**src/rtl/ibex_fp_wb_arbiter.sv**
```systemverilog
// FP register-file write arbiter.
// Merges FPU results and buffered FP loads onto a single write port.
// FPU results win unless a queued load to the same register must land first,
// or the load buffer has been starved too long. pend_o tracks in-flight writes
// so decode can hold FP reads.
module ibex_fp_wb_arbiter #(
  parameter int unsigned DataWidth   = 32,
  parameter int unsigned FifoDepth   = 2,
  parameter int unsigned StarveLimit = 4
) (
  input  logic                 clk_i,
  input  logic                 rst_i,
  input  logic                 fpu_valid_i,
  input  logic [4:0]           fpu_waddr_i,
  input  logic [DataWidth-1:0] fpu_wdata_i,
  output logic                 fpu_ready_o,
  input  logic                 lsu_valid_i,
  input  logic [4:0]           lsu_waddr_i,
  input  logic [DataWidth-1:0] lsu_wdata_i,
  output logic                 lsu_ready_o,
  output logic [4:0]           fp_waddr_a_o,
  output logic [DataWidth-1:0] fp_wdata_a_o,
  output logic                 fp_we_a_o,
  output logic [31:0]          pend_o
);

  localparam int unsigned PtrW = (FifoDepth > 1) ? $clog2(FifoDepth) : 1;
  localparam int unsigned CntW = $clog2(FifoDepth + 1);
  localparam logic [3:0]      StarveMax = 4'(StarveLimit);
  localparam logic [CntW-1:0] CntFull   = CntW'(FifoDepth);
  localparam logic [PtrW-1:0] PtrLast   = PtrW'(FifoDepth - 1);

  // Source feeding the output stage this cycle.
  typedef enum logic [1:0] {
    SrcNone,
    SrcHead,
    SrcLsu,
    SrcFpu
  } src_e;

  // LSU write buffer.
  logic [4:0]           r_fifo_addr [FifoDepth];
  logic [DataWidth-1:0] r_fifo_data [FifoDepth];
  logic [FifoDepth-1:0] r_fifo_vld;
  logic [PtrW-1:0]      r_rd_ptr;
  logic [PtrW-1:0]      r_wr_ptr;
  logic [CntW-1:0]      r_count;
  logic [3:0]           r_starve;

  // Output stage.
  logic                 r_we;
  logic [4:0]           r_waddr;
  logic [DataWidth-1:0] r_wdata;

  logic                 w_empty;
  logic                 w_full;
  logic                 w_force;
  logic                 w_fifo_hit;
  logic                 w_hazard;
  logic                 w_lsu_acc;
  logic                 w_pop;
  logic                 w_push;
  src_e                 w_sel;
  logic [4:0]           w_sel_addr;
  logic [DataWidth-1:0] w_sel_data;
  logic [31:0]          w_pend;

  assign w_empty   = (r_count == '0);
  assign w_full    = (r_count == CntFull);
  assign w_force   = (r_starve == StarveMax) && !w_empty;
  assign w_hazard  = fpu_valid_i &&
                     (w_fifo_hit || (lsu_valid_i && (lsu_waddr_i == fpu_waddr_i)));
  assign w_lsu_acc = lsu_valid_i && !w_full;
  assign w_pop     = (w_sel == SrcHead);
  assign w_push    = w_lsu_acc && (w_sel != SrcLsu);

  // Detect an FPU destination that collides with a queued load.
  always_comb begin
    // NOTE: default every always_comb output first so no path leaves it unassigned (no latch).
    w_fifo_hit = 1'b0;
    for (int i = 0; i < FifoDepth; i++) begin
      if (r_fifo_vld[i] && (r_fifo_addr[i] == fpu_waddr_i)) w_fifo_hit = 1'b1;
    end
  end

  // Priority selection: forced pop, hazard drain, FPU, FIFO head, bypass.
  always_comb begin
    w_sel = SrcNone;
    if (w_force)               w_sel = SrcHead;
    else if (w_hazard)         w_sel = w_empty ? SrcLsu : SrcHead;
    else if (fpu_valid_i)      w_sel = SrcFpu;
    else if (!w_empty)         w_sel = SrcHead;
    else if (lsu_valid_i)      w_sel = SrcLsu;
  end

  // Mux the chosen source's address and data.
  always_comb begin
    w_sel_addr = '0;
    w_sel_data = '0;
    unique case (w_sel)
      SrcHead: begin
        w_sel_addr = r_fifo_addr[r_rd_ptr];
        w_sel_data = r_fifo_data[r_rd_ptr];
      end
      SrcLsu: begin
        w_sel_addr = lsu_waddr_i;
        w_sel_data = lsu_wdata_i;
      end
      SrcFpu: begin
        w_sel_addr = fpu_waddr_i;
        w_sel_data = fpu_wdata_i;
      end
      default: ;
    endcase
  end

  // FIFO control: pointers, occupancy and per-entry valid bits.
  always_ff @(posedge clk_i or posedge rst_i) begin
    // NOTE: sequential state uses non-blocking assignments so all registers update together.
    if (rst_i) begin
      r_rd_ptr   <= '0;
      r_wr_ptr   <= '0;
      r_count    <= '0;
      r_fifo_vld <= '0;
    end else begin
      if (w_pop) begin
        r_fifo_vld[r_rd_ptr] <= 1'b0;
        r_rd_ptr <= (r_rd_ptr == PtrLast) ? '0 : r_rd_ptr + PtrW'(1);
      end
      if (w_push) begin
        r_fifo_vld[r_wr_ptr] <= 1'b1;
        r_wr_ptr <= (r_wr_ptr == PtrLast) ? '0 : r_wr_ptr + PtrW'(1);
      end
      unique case ({w_push, w_pop})
        2'b10:   r_count <= r_count + CntW'(1);
        2'b01:   r_count <= r_count - CntW'(1);
        default: ;
      endcase
    end
  end

  // FIFO payload storage.
  always_ff @(posedge clk_i) begin
    // NOTE: payload storage has no reset; the valid bits alone decide what is meaningful.
    if (w_push) begin
      r_fifo_addr[r_wr_ptr] <= lsu_waddr_i;
      r_fifo_data[r_wr_ptr] <= lsu_wdata_i;
    end
  end

  // Starvation counter: counts consecutive cycles a non-empty FIFO is not popped.
  always_ff @(posedge clk_i or posedge rst_i) begin
    if (rst_i) begin
      r_starve <= '0;
    end else if (w_pop || w_empty) begin
      r_starve <= '0;
    end else if (r_starve != StarveMax) begin
      r_starve <= r_starve + 4'd1;
    end
  end

  // Output stage register; f0 writes are sequenced but never enabled.
  always_ff @(posedge clk_i or posedge rst_i) begin
    if (rst_i) begin
      r_we    <= 1'b0;
      r_waddr <= '0;
      r_wdata <= '0;
    end else if (w_sel != SrcNone) begin
      r_we    <= (w_sel_addr != 5'd0);
      r_waddr <= w_sel_addr;
      r_wdata <= w_sel_data;
    end else begin
      r_we    <= 1'b0;
    end
  end

  // Pending bitmap: queued loads plus the write currently in the output stage.
  always_comb begin
    w_pend = '0;
    for (int i = 0; i < FifoDepth; i++) begin
      if (r_fifo_vld[i]) w_pend[r_fifo_addr[i]] = 1'b1;
    end
    if (r_we) w_pend[r_waddr] = 1'b1;
    w_pend[0] = 1'b0;
  end

  assign fpu_ready_o  = !(w_force || w_hazard);
  assign lsu_ready_o  = !w_full;
  assign fp_we_a_o    = r_we;
  assign fp_waddr_a_o = r_waddr;
  assign fp_wdata_a_o = r_wdata;
  assign pend_o       = w_pend;

endmodule
```
**config.mk**
```make
export PLATFORM = sky130hd
export DESIGN_NAME = ibex_fp_wb_arbiter
export DESIGN_NICKNAME = d
export VERILOG_FILES = /design/src/rtl/ibex_fp_wb_arbiter.sv
export SDC_FILE = /design/constraint.sdc
export NUM_CORES = 1
export LEC_CHECK = 0
export ABC_AREA = 1
export BUFFER_PORTS_ARGS = -buffer_cell sky130_fd_sc_hd__buf_2
export CORE_MARGIN = 2
export CORE_UTILIZATION = 58
export CTS_CLUSTER_SIZE = 24
export DETAILED_ROUTE_END_ITERATION = 8
export GPL_ROUTABILITY_DRIVEN = 0
export PLACE_DENSITY = 0.95
export SLEW_MARGIN = 10
export SYNTH_ARGS = -nofsm -noshare
export SYNTH_HDL_FRONTEND = slang
export SYNTH_SLANG_ARGS = --single-unit
```
**constraint.sdc**
```tcl
create_clock -name clk_i -period 5.3 [get_ports clk_i]
set_input_delay 1.325 -clock clk_i [delete_from_list [all_inputs] [get_ports clk_i]]
set_output_delay 1.325 -clock clk_i [all_outputs]
set_load 0.005 [all_outputs]
```
Yosys cells after proc, flatten, opt, wreduce, memory -nomap -nowiden
Memory sizes are Yosys's and may differ from the RTL's. Index checks and enable logic that the tools add are counted.

Register bits: 48. Bits in writable memories: 74. Input bits: 78. Logic and storage cells: 98. Memories kept: 2.

Memories: r_fifo_data (depth 2, bits a word 32, read ports 1, clocked after memory_dff 0, wr ports 1, RTL line 43) `logic [DataWidth-1:0] r_fifo_data [FifoDepth];`; r_fifo_addr (depth 2, bits a word 5, read ports 3, clocked after memory_dff 0, wr ports 1, RTL line 42) `logic [4:0] r_fifo_addr [FifoDepth];`.

Add/sub/neg operators: 5. Order comparisons: 10. Eq/ne operators: 12. Muxes and demuxes: 33. Bitwise operators: 5. Reductions and logical operators: 23.

Operator list (count): $mux 32 (3); $pmux 32 s3 (1); $or 32x32->32 (2); $lt 5x6->1 const B (3); $mux 2 (8); $demux 1 s5 (3); $eq 5x5->1 (3); $ge 5x1->1 const B (3); $pmux 5 s3 (1); $logic_and 1x1->1 (12); $mux 1 (12); $eq 2x2->1 const B (4); $mux 4 (2); $reduce_bool 2->1 (3); $reduce_bool 5->1 (1); $add 4x1->4 const B (1); $eq 2x1->1 const B (2); $eq 4x3->1 const B (1); $lt 1x2->1 const B (2); $ne 4x3->1 const B (1); $pmux 2 s2 (1); $logic_not 1->1 (3); $logic_or 1x1->1 (3); $add 1x1->1 const B (2); other kinds (9) (11).

Longest topological paths before layout
Gate-level depths: netlist of run 1. An unclocked memory read counts as a cell.

Depth after elaboration: 13. Mapped depth: 15. Mapped depth without buffers: 14.

Worst setup path before layout of run 1
No wires, ideal clock.

Path type: input to register. From: input port fpu_waddr_i[2]. To: memory r_fifo_addr[0][0], enable pin. Arrival time: 3.727 ns. Data required time: 4.869 ns. Setup slack: 1.142 ns. Cell stages on the path: 10. Path buffers: 1. Cell sequence: inv_1 -> nand2_1 -> nand2_1 -> nor2_1 -> nand3_1 -> nand4_2 -> nand2_4 -> buf_6 -> o211ai_4 -> nor2_1.

Cells in the longest elaborated chain, start to end: 12. Elaborated cells on any way between the ends: 16. Those cells by class: eq/ne: 4; mux: 6; reduce/logical: 6.

Ends and longest elaborated chain: start, declared (RTL line 14) `input logic [4:0] fpu_waddr_i,`; $eq 5x5->1 (RTL line 82) `if (r_fifo_vld[i] && (r_fifo_addr[i] == fpu_waddr_i)) w_fifo_hit = 1'b1;`; $logic_and 1x1->1 (RTL line 82); $mux 1 (2 in a row) (RTL line 82); $logic_or 1x1->1 (*) (RTL line 72) `(w_fifo_hit || (lsu_valid_i && (lsu_waddr_i == fpu_waddr_i)));`; $logic_and 1x1->1 (*) (RTL line 71) `assign w_hazard = fpu_valid_i &&`; $mux 2 (*) (RTL line 90) `else if (w_hazard) w_sel = w_empty ? SrcLsu : SrcHead;`; $mux 2 (*) (RTL line 89) `if (w_force) w_sel = SrcHead;`; $ne 2x2->1 (*) (RTL line 75) `assign w_push = w_lsu_acc && (w_sel != SrcLsu);`; $logic_and 1x1->1 (*) (RTL line 75); $mux 1 (*) (RTL line 145) `if (w_push) begin`; $mux 1 (implied by the code) (*) (RTL line 146) `r_fifo_addr[r_wr_ptr] <= lsu_waddr_i;`; end, declared (RTL line 42).

Mark *: on every way between the ends. The rest lies on a longest branch, timed or not.

==> results.json, run 1 <==
{
  "finalSetupViolations": 0,
  "slowest_delay_ns": 0.91,
  "post_cts_resized": 0,
  "critPathLaunchType": "register",
  "postSynthCellCount": 738,
  "num_rows": 37,
  "io_pins": 150,
  "drt_pre_antenna_iters": 6,
  "post_cts_buffers": 0,
  "dp_hpwl_um": 10710,
  "ys_ff_latch": 122,
  "die_w_um": 107.5,
  "vias": 5824,
  "initial_core_util": 0.5995,
  "seq_area_um2": 3423,
  "fin_util": 0.7313,
  "wl_per_cell_um": 15.85,
  "grtUsageTotal": 0.2901,
  "max-cap-violations": 0,
  "ys_async_sr_fraction": 0.3934,
  "drcViolationCount": 0,
  "leakage_nw": 3.575,
  "clkTransAtPathRegs_ns": 0.06,
  "clockRootBuffer": "clkbuf_8",
  "status": "complete, no violations",
  "cp.arrival_ns": 2.29,
  "max_slew.worst_pin.slew_ns": 1.121,
  "setup_tns_ns": 0,
  "postRouteAntennaNets": 0,
  "synth-edff-count": 74,
  "crit_required_ns": 3.97,
  "cts.htree.levels": 4,
  "seq_area_frac_synth": 0.5506,
  "mappedNetlistNets": 819,
  "drive_gt1_frac": 0.2363,
  "numCtsBuffers": 17,
  "slew_headroom": 0.2471,
  "cp_max_fo": 8,
  "io_buffers": 148,
  "crit_chain": "inv_1, nor3_1, nand2_1, nand3_1, buf_2",
  "path_class": "register to output port",
  "dr.first_iter.drc_count": 646,
  "grt_max_degree": 49,
  "grt_pass1_wl_um": 25980,
  "ir_worst_vdd_uv": 315.8,
  "wl_um": 16380,
  "muxShareOfSynthArea": 0,
  "cts_sinks": 122,
  "fin_crit_sh": 0.6822,
  "post_dp_cell_area_um2": 7008,
  "hold_viol": 0,
  "synth-simple-area-share": 0.3665,
  "maxSlewViolCount": 0,
  "multi_input_area_um2": 2511,
  "power_density_nw_per_um2": 539.7,
  "coreArea_um2": 10370,
  "nFillCells": 743,
  "yosys-top-cells-area": "edfxtp_1 (36%), nand2_1 (22%), dfrtp_1 (19%)",
  "synth_top_family_by_area": "simple AND/OR/NAND/NOR gates",
  "grt_pass1_vias": 5457,
  "ys_warn_count": 0,
  "antenna_found_initial": 0,
  "layout.nets": 965,
  "cp-end-kind": "output port",
  "hp-class": "register to register",
  "clk_latency_ns": 0.52,
  "cts_buffer_depth": 2,
  "synth.distinct_cells": 33,
  "tritoncts": "built",
  "crit_slowest_cell": "nor3_1",
  "design_area_um2": 7584,
  "syn_area_per_cell_um2": 8.424,
  "syn_area_um2": 6217,
  "area.growth.synth_to_final_pct": 21.98,
  "fmax_mhz": 276.6,
  "yosys_most_used_dff": "edfxtp_1",
  "antenna_cells": 0,
  "vias_per_cell": 5.638,
  "grt_remaining_overflow": 0,
  "cts_hold_buffers": 0,
  "rsz0062_at_grt": "false",
  "synth-xor-area-share": 0.008452,
  "fin_crit_ns": 3.616,
  "hold_ws_ns": 0.4763,
  "skew_ns": 0.01017,
  "floorplan.die_area_um2": 11560,
  "synth_top_area_frac": 0.3574,
  "synthAdderAreaFrac": 0.006037,
  "yosysTopAreaCell": "edfxtp_1",
  "die_h_um": 107.5,
  "synth-compound-area-share": 0.01992
}
-- per-stage QoR --
step	instances	total power [mW]	setup WS (ns)
floorplan	738	2.453	1.142
global placement	1001	2.907	1.650
detailed placement	1001	2.965	1.590
CTS	1033	4.076	1.682
global route	1033	4.333	1.500
finish	1033	4.093	1.684
-- layout by cell type (no fill, tap or decap), drive strengths merged, types with 7 or more instances in the layout --
cell type,instances
nand2,372
buf,149
edfxtp,74
nand3,52
dfrtp,48
inv,45
nand4,37
nor3,34
nor2,29
clkbuf,17
o21ai,11
clkinv,7
-- report_power, final --
| group | internal [mW] | total, mW | switching (mW) | leakage, nW |
|---|---|---|---|---|
| Clock | 0.640 | 1.10 | 0.462 | 0.278 |
| Sequential | 1.35 | 1.54 | 0.189 | 1.27 |
| Combinational | 0.476 | 1.45 | 0.976 | 2.03 |
-- area by class of cell --
class | instances | area share
sequential | 122 | 0.4514
multi-input combinational | 554 | 0.3311
tap | 136 | 0.02244
clock buffer | 17 | 0.05461
timing repair buffer | 149 | 0.09866
clock inverter | 15 | 0.02128
inverter | 40 | 0.02046
-- synthesized netlist by cell type, types with 2 or more instances --
cell	instances
nand3_2	2
xor2_1	3
nand2_4	3
dfrtp_1	48
buf_6	4
nand4_1	36
a21oi_1	5
buf_4	7
ha_1	3
nand2_1	366
nor2_2	3
nand2_2	2
edfxtp_1	74
nand3_1	49
inv_2	9
nor2_4	2
buf_2	3
nor2_1	23
xnor2_1	3
inv_1	28
o21bai_1	3
nor3_1	34
clkbuf_1	7
inv_4	2
o21ai_0	11
-- final timing paths --
| kind | from | to | slack [ns] | cells past startpoint |
|---|---|---|---|---|
| max in group asynchronous | rst_i | fp_wdata_a_o[31] | 3.60 | 2 |
| setup / recovery | r_fifo_addr[0][1] | pend_o[2] | 1.68 | 5 |
| setup reg to reg | r_fifo_addr[1][3] | r_fifo_data[1][24] | 2.46 | 10 |
| min in group asynchronous | rst_i | fp_wdata_a_o[26] | 1.06 | 2 |
| hold reg to reg | fp_wdata_a_o[10] | fp_wdata_a_o[10] | 0.48 | 2 |
| hold / removal | fp_wdata_a_o[10] | fp_wdata_a_o[10] | 0.48 | 2 |
-- sequential cells by signal, summed over array words and instances (netlist names) --
| register | cells |
|---|---|
| r_count | 2 |
| r_fifo_data | 64 |
| r_fifo_vld | 2 |
| fp_wdata_a_o | 32 |
| r_starve | 4 |
| fp_we_a_o | 1 |
| fp_waddr_a_o | 5 |
| r_rd_ptr | 1 |
| r_fifo_addr | 10 |
| r_wr_ptr | 1 |
-- critical path: cells and delay by family, from the launching register on --
family	cells	cell delay, ns
simple gates	3	1.16
flops	1	0.37
buf+inv	2	0.23
-- cell families (layout without fill, tap and decap cells) --
group,Yosys count,count (layout)
adder cells (fa/ha/maj),3,3
AO/OA/AOI/OAI,20,20
buffers and inverters,62,221
AND/OR/NAND/NOR,524,524
flip-flops,122,122
other,1,1
XOR/XNOR,6,6
-- per-layer routing --
layer,part of all wire,up-vias,track usage
met5,0,-,0
met4,0.019,0,0.1136
met3,0.11,42,0.06780
met2,0.48,389,0.4793
met1,0.39,2659,0.3715
li1,-,2734,-
No activity file was read; power rests on OpenSTA's default activity.
==> inputs of run 2 (changes only) <==
Settings changed: CORE_UTILIZATION 58 to 49, PLACE_DENSITY 0.95 to 0.88.
Clock period 5.3 ns to 3.09 ns, I/O delays scaled along.
==> run 2 against run 1 <==
Critical path depth unchanged. Via count up 0.41%. Worst hold slack worse by 0.14 ns. Die area up 18%. Clock power up 87%. Core utilization down 11 points. Global-route usage down 4.0 points. Clock skew down 0.0013 ns. Sequential share of layout area down 1.2 points.
==> results.json, run 2 (synthesis gave the netlist of run 1 again) <==
{
  "cp.arrival_ns": 1.88,
  "cts_buffer_depth": 2,
  "grt_max_degree": 44,
  "vias_per_cell": 5.395,
  "area.growth.synth_to_final_pct": 25.38,
  "numCtsBuffers": 17,
  "clk_latency_ns": 0.40,
  "post_cts_buffers": 0,
  "cp_max_fo": 6,
  "path_class": "register to output port",
  "postRouteAntennaNets": 0,
  "cp-end-kind": "output port",
  "power_density_nw_per_um2": 933.8,
  "wl_um": 16450,
  "antenna_cells": 0,
  "pwr-share-clk": 0.283,
  "dr.first_iter.drc_count": 611,
  "finalSetupViolations": 0,
  "clkTransAtPathRegs_ns": 0.05,
  "sequentialPowerShare": 0.362,
  "drive_gt1_frac": 0.2412,
  "max-cap-violations": 0,
  "placed_cells_incl_taps": 1052,
  "hold_viol": 0,
  "switching_share": 0.3636,
  "max_slew.worst_pin.slew_ns": 0.7667,
  "die_h_um": 116.6,
  "skew_ns": 0.008903,
  "status": "complete, no violations",
  "largest_reg_flops": 64,
  "leakage_nw": 3.680,
  "fin_util": 0.6228,
  "crit_required_ns": 2.32,
  "initial_core_util": 0.4967,
  "slew_headroom": 0.4849,
  "final_cell_mix": "nand2_1 (366), buf_2 (148), edfxtp_1 (74), nand3_1 (49), dfrtp_1 (48)",
  "maxSlewViolCount": 0,
  "power_switching_mw": 2.646,
  "post_cts_resized": 0,
  "num_rows": 41,
  "drcViolationCount": 0,
  "layout_commonest_cell": "nand2_1",
  "drt_pre_antenna_iters": 5,
  "multi_input_area_um2": 2511,
  "coreArea_um2": 12520,
  "antenna_found_initial": 1,
  "fmax_mhz": 377.6,
  "die_w_um": 116.6,
  "final_cells": 1084,
  "io_buffers": 148,
  "seq_area_um2": 3423,
  "critPathLaunchType": "register",
  "regMostFlops": "r_fifo_data",
  "ir_worst_vdd_uv": 612.3,
  "floorplan.die_area_um2": 13600,
  "grt_pass1_vias": 5300,
  "grtUsageTotal": 0.2498,
  "grt_pass1_wl_um": 26090,
  "wl_per_cell_um": 15.18,
  "fin_crit_ns": 2.648,
  "vias": 5848,
  "cts_hold_buffers": 0,
  "grt_remaining_overflow": 0,
  "nFillCells": 1067,
  "io_pins": 150,
  "rsz0062_at_grt": "false",
  "combPwrFrac": 0.355,
  "setup_tns_ns": 0,
  "tritoncts": "built",
  "clockRootBuffer": "clkbuf_16",
  "cts_sinks": 122,
  "layout.nets": 980,
  "regToRegSetupSlack_ns": 0.64,
  "cts.htree.levels": 4,
  "dp_hpwl_um": 11380,
  "p_int_mw": 4.632,
  "fin_crit_sh": 0.8570,
  "hp-class": "input port to asynchronous set/reset pin"
}
-- run 2: cell count changes in the layout (fill, tap and decap cells not counted), moves of 3 or more --
cell	before	now
buf_4	1	15
clkbuf_1	0	5
bufinv_16	1	5
clkinv_4	4	0
inv_6	3	0
inv_8	3	0
-- run 2: worst max-delay path, cell delays in order (launching register included) --
cell and delay, ns:
edfxtp_1 0.50, inv_2 0.12, nor3_1 0.54, nand2_1 0.10
nand3_1 0.10, buf_2 0.12
-- run 2: cell type report --
cell class                 instances  share of cell area
inverter                          40             0.01990
timing repair buffer             164              0.1120
clock inverter                    10             0.02215
tap                              172             0.02761
multi-input combinational        554              0.3222
clock buffer                      22             0.05698
sequential                       122              0.4392
-- run 2: path summary, 6_finish.rpt --
path                                   startpoint              end  cells after the start
worst max-delay path            r_fifo_addr[0][2]       pend_o[13]                      5
worst min-delay path                        rst_i  fp_wdata_a_o[2]                      2
worst max register to register  r_fifo_addr[0][2]       r_count[1]                     13
worst min register to register    fp_wdata_a_o[9]  fp_wdata_a_o[9]                      2
max in group asynchronous                   rst_i  fp_waddr_a_o[1]                      3
min in group clk_i                fp_wdata_a_o[9]  fp_wdata_a_o[9]                      2
-- run 2: metrics by stage --
| step | hold WS (ns) | total power, mW | setup slack, ns | cell area, µm² |
|---|---|---|---|---|
| after floorplan | 0.4520 | 4.207 | -0.5153 | 6217 |
| after global placement | 0.4648 | 5.119 | 0.3920 | 7178 |
| after detailed placement | 0.4704 | 5.205 | 0.2838 | 7178 |
| after CTS | 0.3257 | 7.292 | 0.4750 | 7795 |
| after global routing | 0.3485 | 7.744 | 0.3074 | 7795 |
| final | 0.3335 | 7.279 | 0.4420 | 7795 |
-- run 2: metal layers --
metal  vias to the layer above  global-route usage  part of all wire
met2                       351              0.4279              0.50
met4                         2             0.08627             0.014
met1                      2704              0.3165              0.39
met3                        31             0.05345             0.095
met5                         -                   0           0.00079
li1                       2760                   -                 -
-- run 2: power groups by stage --
stage                     Sequential (mW)  Clock (mW)  Combinational [mW]
after floorplan                      2.62           0                1.59
after global placement               2.63           0                2.49
after detailed placement             2.64           0                2.56
after CTS                            2.63        2.08                2.58
after global routing                 2.70        2.15                2.90
final                                2.63        2.06                2.59
